## src/rtl/multicycle_ctrl.sv

```systemverilog
// -----------------------------------------------------------------------------
// multicycle_ctrl
// Multicycle control unit. Owns the program counter and steps each instruction
// through FETCH / DECODE / EXEC / MEM / WB. Memory accesses may take any number
// of cycles (mem_ready handshake). Halt comes from the HALT opcode, an illegal
// opcode, or the external done request at an instruction boundary.
//
// Optional build macro: SINGLE_STEP_EN
//   Adds a 'step' input and a WAIT state (encoding 6). The controller parks in
//   WAIT after reset and after every instruction, then fetches once per step.
// -----------------------------------------------------------------------------
module multicycle_ctrl #(
   parameter int              PC_W     = 13,
   parameter int              OPC_W    = 3,
   parameter int              ALU_W    = 3,
   parameter logic [PC_W-1:0] RESET_PC = '0
) (
   input  logic             clk,
   input  logic             reset,
   input  logic [OPC_W-1:0] opcode,
   input  logic             beq_taken,
   input  logic [PC_W-1:0]  branch_target,
   input  logic             mem_ready,
   input  logic             done,
`ifdef SINGLE_STEP_EN
   input  logic             step,
`endif
   output logic [PC_W-1:0]  pc,
   output logic             mem_read,
   output logic             mem_write,
   output logic             instr_fetch,
   output logic             ir_load,
   output logic [ALU_W-1:0] alu_op,
   output logic             reg_write,
   output logic             halted,
   output logic [2:0]       state
);

   typedef enum logic [2:0] {
      ST_FETCH  = 3'd0,
      ST_DECODE = 3'd1,
      ST_EXEC   = 3'd2,
      ST_MEM    = 3'd3,
      ST_WB     = 3'd4,
      ST_HALT   = 3'd5,
      ST_WAIT   = 3'd6
   } state_e;

   // Where an instruction ends: straight back to FETCH, or parked in WAIT
   // when single-stepping. Reset lands in the same place.
`ifdef SINGLE_STEP_EN
   localparam state_e BOUNDARY_ST = ST_WAIT;
`else
   localparam state_e BOUNDARY_ST = ST_FETCH;
`endif

   state_e          state_q, state_d;
   logic [PC_W-1:0] pc_q, pc_d;

   // ---------------------------------------------------------------------------
   // Opcode decode. Only the low three bits select an operation; any set bit
   // above them makes the opcode illegal, which is treated like HALT.
   // ---------------------------------------------------------------------------
   logic [2:0]      opc_low;
   logic            opc_illegal;
   logic            is_lw, is_sw, is_beq, is_halt;
   logic [PC_W-1:0] pc_inc;

   assign opc_low     = opcode[2:0];
   assign opc_illegal = (opcode >> 3) != '0;
   assign is_lw       = (opc_low == 3'b100);
   assign is_sw       = (opc_low == 3'b101);
   assign is_beq      = (opc_low == 3'b110);
   assign is_halt     = (opc_low == 3'b111);
   // Natural wrap: 2^PC_W-1 + 1 = 0.
   assign pc_inc      = pc_q + PC_W'(1);

   // State and PC registers with synchronous reset overriding every state.
   always_ff @(posedge clk) begin
      // NOTE: non-blocking assignments for all state so every register samples
      // the pre-edge values regardless of statement order.
      if (reset) begin
         state_q <= BOUNDARY_ST;
         pc_q    <= RESET_PC;
      end else begin
         state_q <= state_d;
         pc_q    <= pc_d;
      end
   end

   // Next-state and next-PC logic; instruction boundaries divert to HALT on done.
   always_comb begin
      logic boundary;
      // NOTE: every comb output gets a default first, so no path can leave
      // it unassigned and infer a latch.
      state_d  = state_q;
      pc_d     = pc_q;
      boundary = 1'b0;

      unique case (state_q)
         ST_FETCH: begin
            if (mem_ready) state_d = ST_DECODE;
         end
         ST_DECODE: begin
            if (is_halt || opc_illegal) state_d = ST_HALT;
            else                        state_d = ST_EXEC;
         end
         ST_EXEC: begin
            if (is_beq) begin
               pc_d     = beq_taken ? branch_target : pc_inc;
               boundary = 1'b1;
            end else if (is_lw || is_sw) begin
               state_d = ST_MEM;
            end else begin
               state_d = ST_WB;
            end
         end
         ST_MEM: begin
            // The access is never abandoned: only mem_ready moves us on.
            if (mem_ready) begin
               if (is_sw) begin
                  pc_d     = pc_inc;
                  boundary = 1'b1;
               end else begin
                  state_d = ST_WB;
               end
            end
         end
         ST_WB: begin
            pc_d     = pc_inc;
            boundary = 1'b1;
         end
         ST_HALT: begin
            state_d = ST_HALT;
         end
`ifdef SINGLE_STEP_EN
         ST_WAIT: begin
            if (done)      state_d = ST_HALT;
            else if (step) state_d = ST_FETCH;
         end
`endif
         default: begin
            state_d = ST_HALT;
         end
      endcase

      // done is honoured only here, after the PC update has been decided.
      if (boundary) state_d = done ? ST_HALT : BOUNDARY_ST;
   end

   // Datapath strobes, decoded from the current state (ir_load also from mem_ready).
   always_comb begin
      mem_read    = 1'b0;
      mem_write   = 1'b0;
      instr_fetch = 1'b0;
      ir_load     = 1'b0;
      alu_op      = '0;
      reg_write   = 1'b0;
      halted      = 1'b0;

      unique case (state_q)
         ST_FETCH: begin
            mem_read    = 1'b1;
            instr_fetch = 1'b1;
            ir_load     = mem_ready;
         end
         ST_EXEC: begin
            // Address arithmetic for LW/SW uses ADD; BEQ compares with SUB.
            if (is_beq)              alu_op = ALU_W'(3'b001);
            else if (is_lw || is_sw) alu_op = '0;
            else                     alu_op = ALU_W'(opc_low);
         end
         ST_MEM: begin
            mem_read  = is_lw;
            mem_write = is_sw;
         end
         ST_WB: begin
            reg_write = 1'b1;
         end
         ST_HALT: begin
            halted = 1'b1;
         end
         default: begin
            mem_read = 1'b0;
         end
      endcase
   end

   assign pc    = pc_q;
   assign state = state_q;

endmodule
```

## config.mk

```make
export PLATFORM = sky130hd
export DESIGN_NAME = multicycle_ctrl
export DESIGN_NICKNAME = d
export VERILOG_FILES = /design/src/rtl/multicycle_ctrl.sv
export SDC_FILE = /design/constraint.sdc
export NUM_CORES = 1
export LEC_CHECK = 0
export CORE_UTILIZATION = 45
export CTS_CLUSTER_DIAMETER = 200
export DETAILED_ROUTE_END_ITERATION = 16
export PLACE_DENSITY = 0.78
export SLEW_MARGIN = 20
export SYNTH_ARGS = -nofsm -noshare
export SYNTH_HDL_FRONTEND = slang
export SYNTH_SLANG_ARGS = --single-unit
```

## constraint.sdc

```tcl
create_clock -name clk -period 1.9 [get_ports clk]
set_input_delay 0.38 -clock clk [delete_from_list [all_inputs] [get_ports clk]]
set_output_delay 0.38 -clock clk [all_outputs]
set_load 0.02 [all_outputs]
```

### Yosys cells after proc, flatten, opt, wreduce, memory -nomap -nowiden

Index checks and enable logic that the tools add are counted.

| storage, ports and cells | value |
|---|---|
| flip-flop bits (word level) | 16 |
| output and inout bits | 25 |

| cells by class | value |
|---|---|
| multiplexer cells | 27 |
| reduce and logical (&&, ||, !) cells | 5 |
| $add $sub $neg | 1 |
| equality and inequality tests | 17 |

Operators with widths:

| kind | count |
|---|---|
| 2-to-1 mux 13 bit | 4 |
| case mux 13 bit (3 select lines) | 1 |
| 2-to-1 mux 3 bit | 11 |
| == test 3 bit (second input constant) | 6 |
| case mux 3 bit (5 select lines) | 1 |
| adder 13 x 1 -> 13 bit (second input constant) | 1 |
| != test 3 bit (second input constant) | 4 |
| 2-to-1 mux 1 bit | 8 |
| != test 2 bit (second input constant) | 4 |
| == test 3 x 2 -> 1 bit (second input constant) | 2 |
| AND reduction 5 bit | 1 |
| AND reduction 4 bit | 1 |
| == test 3 x 1 -> 1 bit (second input constant) | 1 |
| logical NOT 3 bit | 1 |
| case mux 1 bit (3 select lines) | 1 |
| nonzero test 3 bit | 1 |
| case mux 1 bit (2 select lines) | 1 |
| logical OR 1 bit | 1 |

### Logic depth before layout (Yosys ltp)

| logic depth | value |
|---|---|
| depth in word-level cells | 6 |
| gate-level depth with buffers | 7 |
| depth with buffers taken out | 5 |

### Worst setup path before layout

OpenSTA, ideal clock, no wires.

| timing path | value |
|---|---|
| path type | register to output |
| start point | register state_q[1], in the netlist state[1] |
| end point | output port ir_load |
| path buffers | 1 |
| setup slack | 0.015 ns |
| data arrival time | 1.505 ns |
| required time | 1.520 ns |
| stages on the path, launching flop included | 5 |
| cells stage by stage | dfxtp_1 -> buf_4 -> or2_2 -> nor2_1 -> and2_1 |

| on the way | value |
|---|---|
| cells in the longest elaborated chain, start to end | 2 |

RTL lines:

| item | line | RTL |
|---|---|---|
| start, declared | 57 | `state_e state_q, state_d;` |
| start signal, assigned | 86 | `state_q <= state_d;` |
| logical NOT 3 bit | 161 | `unique case (state_q)` |
| 2-to-1 mux 1 bit | 161 |  |
| end, declared | 32 | `output logic ir_load,` |

No other way between the ends.

### Worst setup path after layout

| timing path | value |
|---|---|
| start point | register state_q[1], in the netlist state[1] |
| end point | output port reg_write |

| on the way | value |
|---|---|
| cells in the longest elaborated chain, start to end | 2 |

RTL lines:

| item | line | RTL |
|---|---|---|
| == test 3 bit | 161 |  |
| 2-to-1 mux 1 bit | 161 |  |
| end, declared | 34 | `output logic reg_write,` |

No other way between the ends.

==> impl_results.md <==
- Initial core utilization: between 40% and 50%
- First-pass GRT wire length: about 6600 um
- Arrival time worst endpoint: ~1500 ps
- CP Buf/Inv Count: 2
- CTS clk-pin slew, worst paths: 100 ps
- Fin nets: 246
- Slew HR: 71.5%
- Die Y: 59.0 um
- RSZ-0062 raised after global routing: false
- Final Wtd Congestion: 0.859
- Period utilisation layout: 96.7%
- Sequential-to-total area share from yosys stat: around 22%
- Maxcap violations: 0
- Layout cells sized above 1: 26.5%
- Syn Inst Count: roughly 160
- Final hold vios: 0
- Syn-to-layout area delta: 41.2%
- Commonest cells post-synth: 16 x dfxtp_1, 13 x nand2b_1, 10 x nand4_1
- H-Tree Depth: 1
- GRT Overall Usage: approximately 25%
- CTS sink cnt: 16
- Cts-stage hold buffer count: 0
- Initial antenna violation count: 0
- Core ar.: around 3100 um2
- ANT nets after route: 0
- Min-Delay Path Class: reg2reg
- Slew Limit Fails: 0
- PwrDens: ~990 nW/um2
- Worst path max stage delay: roughly 400 ps
- Wirelength per Cell: about 15 um
- Num CTS Buffers: 3
- Final cell count without fillers: around 270
- CP max stage cell: or3b_1
- Post-synth top area share: a little over a fifth
- Final setup viols: 0
- Ports: 46
- Highest clock rate: approximately 540 MHz
- Synth Flop Type: dfxtp_1
- Post-placement cell area: between 2000 and 2500 um2
- Yosys warns: 0
- Pin count of the biggest net entering global routing: 16
- TritonCTS clock tree: built
- Crit path launch type: flip-flop
- Status: complete, no violations
- Worst IR Drop VDD: 0.000462 V
- # rows: 20
- Delay-heaviest family, CP: simple AND/OR/NAND/NOR gates
- CTS root buf: clkbuf_4
- Drt drc: 0
- Total wire length: a little over 4000 um
- CP Data Required Time: roughly 1500 ps
- Post-synth cell types: 56
- Vias per Instance: between 5 and 6
- Design area: between 2000 and 2500 um2
- Worst Tran Pin Value: roughly 430 ps
- Die area: between 3000 and 4000 um2
- CP cell instances: or3b_1, inv_1, dlygate4sd2_1
- Crit Path Class: reg2out
- Count of input and output buffers: 45
- Latest clock arrival within the worst-skew pair: about 300 ps
- DRC marker count from the first detailed-route iteration: 100
- Number of flops mapped to enable cells by yosys: 0
- Post-DP HPWL: roughly 3000 um
- Syn nets: about 190
- Die Span X: 59.0 um
- Post-synthesis average cell area: just under 9 um2
- Vias in the first global route: 1505
- Worst Skew: approximately 4.6 ps
- Post-Syn Area: 1460 um2
- Via count: ~1600
- Leak: around 0.00082 uW
- First-pass iteration count of the detailed router: 4
- Final hold slack: between 500 and 600 ps
- Critical path peak fanout: 9
- Count leader, synth: dfxtp_1
- Yosys reg bits: 16
- Overflow after GRT: 0
- Placed Cells: about 260
- Final min period: around 1800 ps
- Post-synth top area cell: dfxtp_1
- # fillers: ~290
- Synth top area cells: dfxtp_1 22%, o32ai_2 10%, nand2b_1 5.6%, a22oi_1 4.6%, nand4_1 4.3%
- Async set-or-reset flop fraction in the synthesized netlist: 0%
- Worst setup EP type: output port
- Clk buf depth: 2
- Antenna diodes: 0
state kept, by name, summed over array words and instances (netlist names):
signal / cells
state: 3
pc: 13
logic make-up after synthesis:
family	after synthesis	share of synthesized area, %
muxes	5	3.42
AOI/OAI and AO/OA	47	32.1
adders and majority gates	1	0.855
and+or+nand+nor	72	31.1
xor gates and xnor gates	1	0.598
buffers and inverters	22	10.1
DFF	16	21.9
per-layer routing:
layer / vias to the layer above / part of all wire (%) / GRT usage, %
met5: - / 0 / 0
met4: 0 / 0.87 / 6.46
met3: 6 / 4.7 / 2.18
met2: 59 / 51 / 46.3
met1: 750 / 43 / 29.6
li1: 764 / - / -
power by group:
part	internal (uW)	leakage (uW)	switching, uW	total (uW)
Sequential	407	0.000131	97.4	504
Clock	117	0.0000210	121	238
Combinational	611	0.000666	700	1310
Total	1130	0.000818	918	2050
through the flow:
step | TNS (ps) | worst slack (ps) | total power [uW] | utilization [%]
CTS | 0 | 25.2 | 2060 | 67.6
global route | 0 | 2.45 | 2170 | 67.2
global placement | -8620 | -511 | 1820 | 66.3
finish | 0 | 63.3 | 2050 | 67.2
detailed placement | -9920 | -571 | 1860 | 66.3
floorplan | 0 | 14.9 | 1360 | -
worst paths after layout:
check,end,startpoint,cells after the start,slack (ps)
setup / recovery,reg_write,state[1],3,60
hold / removal,pc[11],pc[11],2,540
setup reg to reg,pc[8],state[1],5,100
hold reg to reg,pc[11],pc[11],2,540
timing repair:
action | CTS | global route
resized for setup | 28 | 6
setup buffers | 0 | 0
setup endpoints to repair | 24 | 8
final cells by class:
cell class              count  area, um2  area share [%]
repair buffers             71        626            30.3
clock buffers               4       36.3            1.76
flip-flops and latches     16        324            15.7
inverters                   6       22.5            1.09
well taps                  44       55.1            2.66
multi-input cells         126       1000            48.5
tightest hold or removal path, cell delays in order (launching register included):
cell and delay (ps):
dfxtp_1 350, nand2b_1 90, o32ai_2 60
cells in the final DEF, fill, tap and decap left out, types with 6 or more instances in the layout:
cell             instances
nand4_1                 10
nand3_1                  8
clkdlybuf4s50_1         32
a22oi_1                  9
nand2b_1                13
dfxtp_1                 13
nand2_1                  8
inv_1                    6
o32ai_2                  9
buf_4                   26
dlygate4sd2_1            6
No activity file was read; power rests on OpenSTA's default activity.
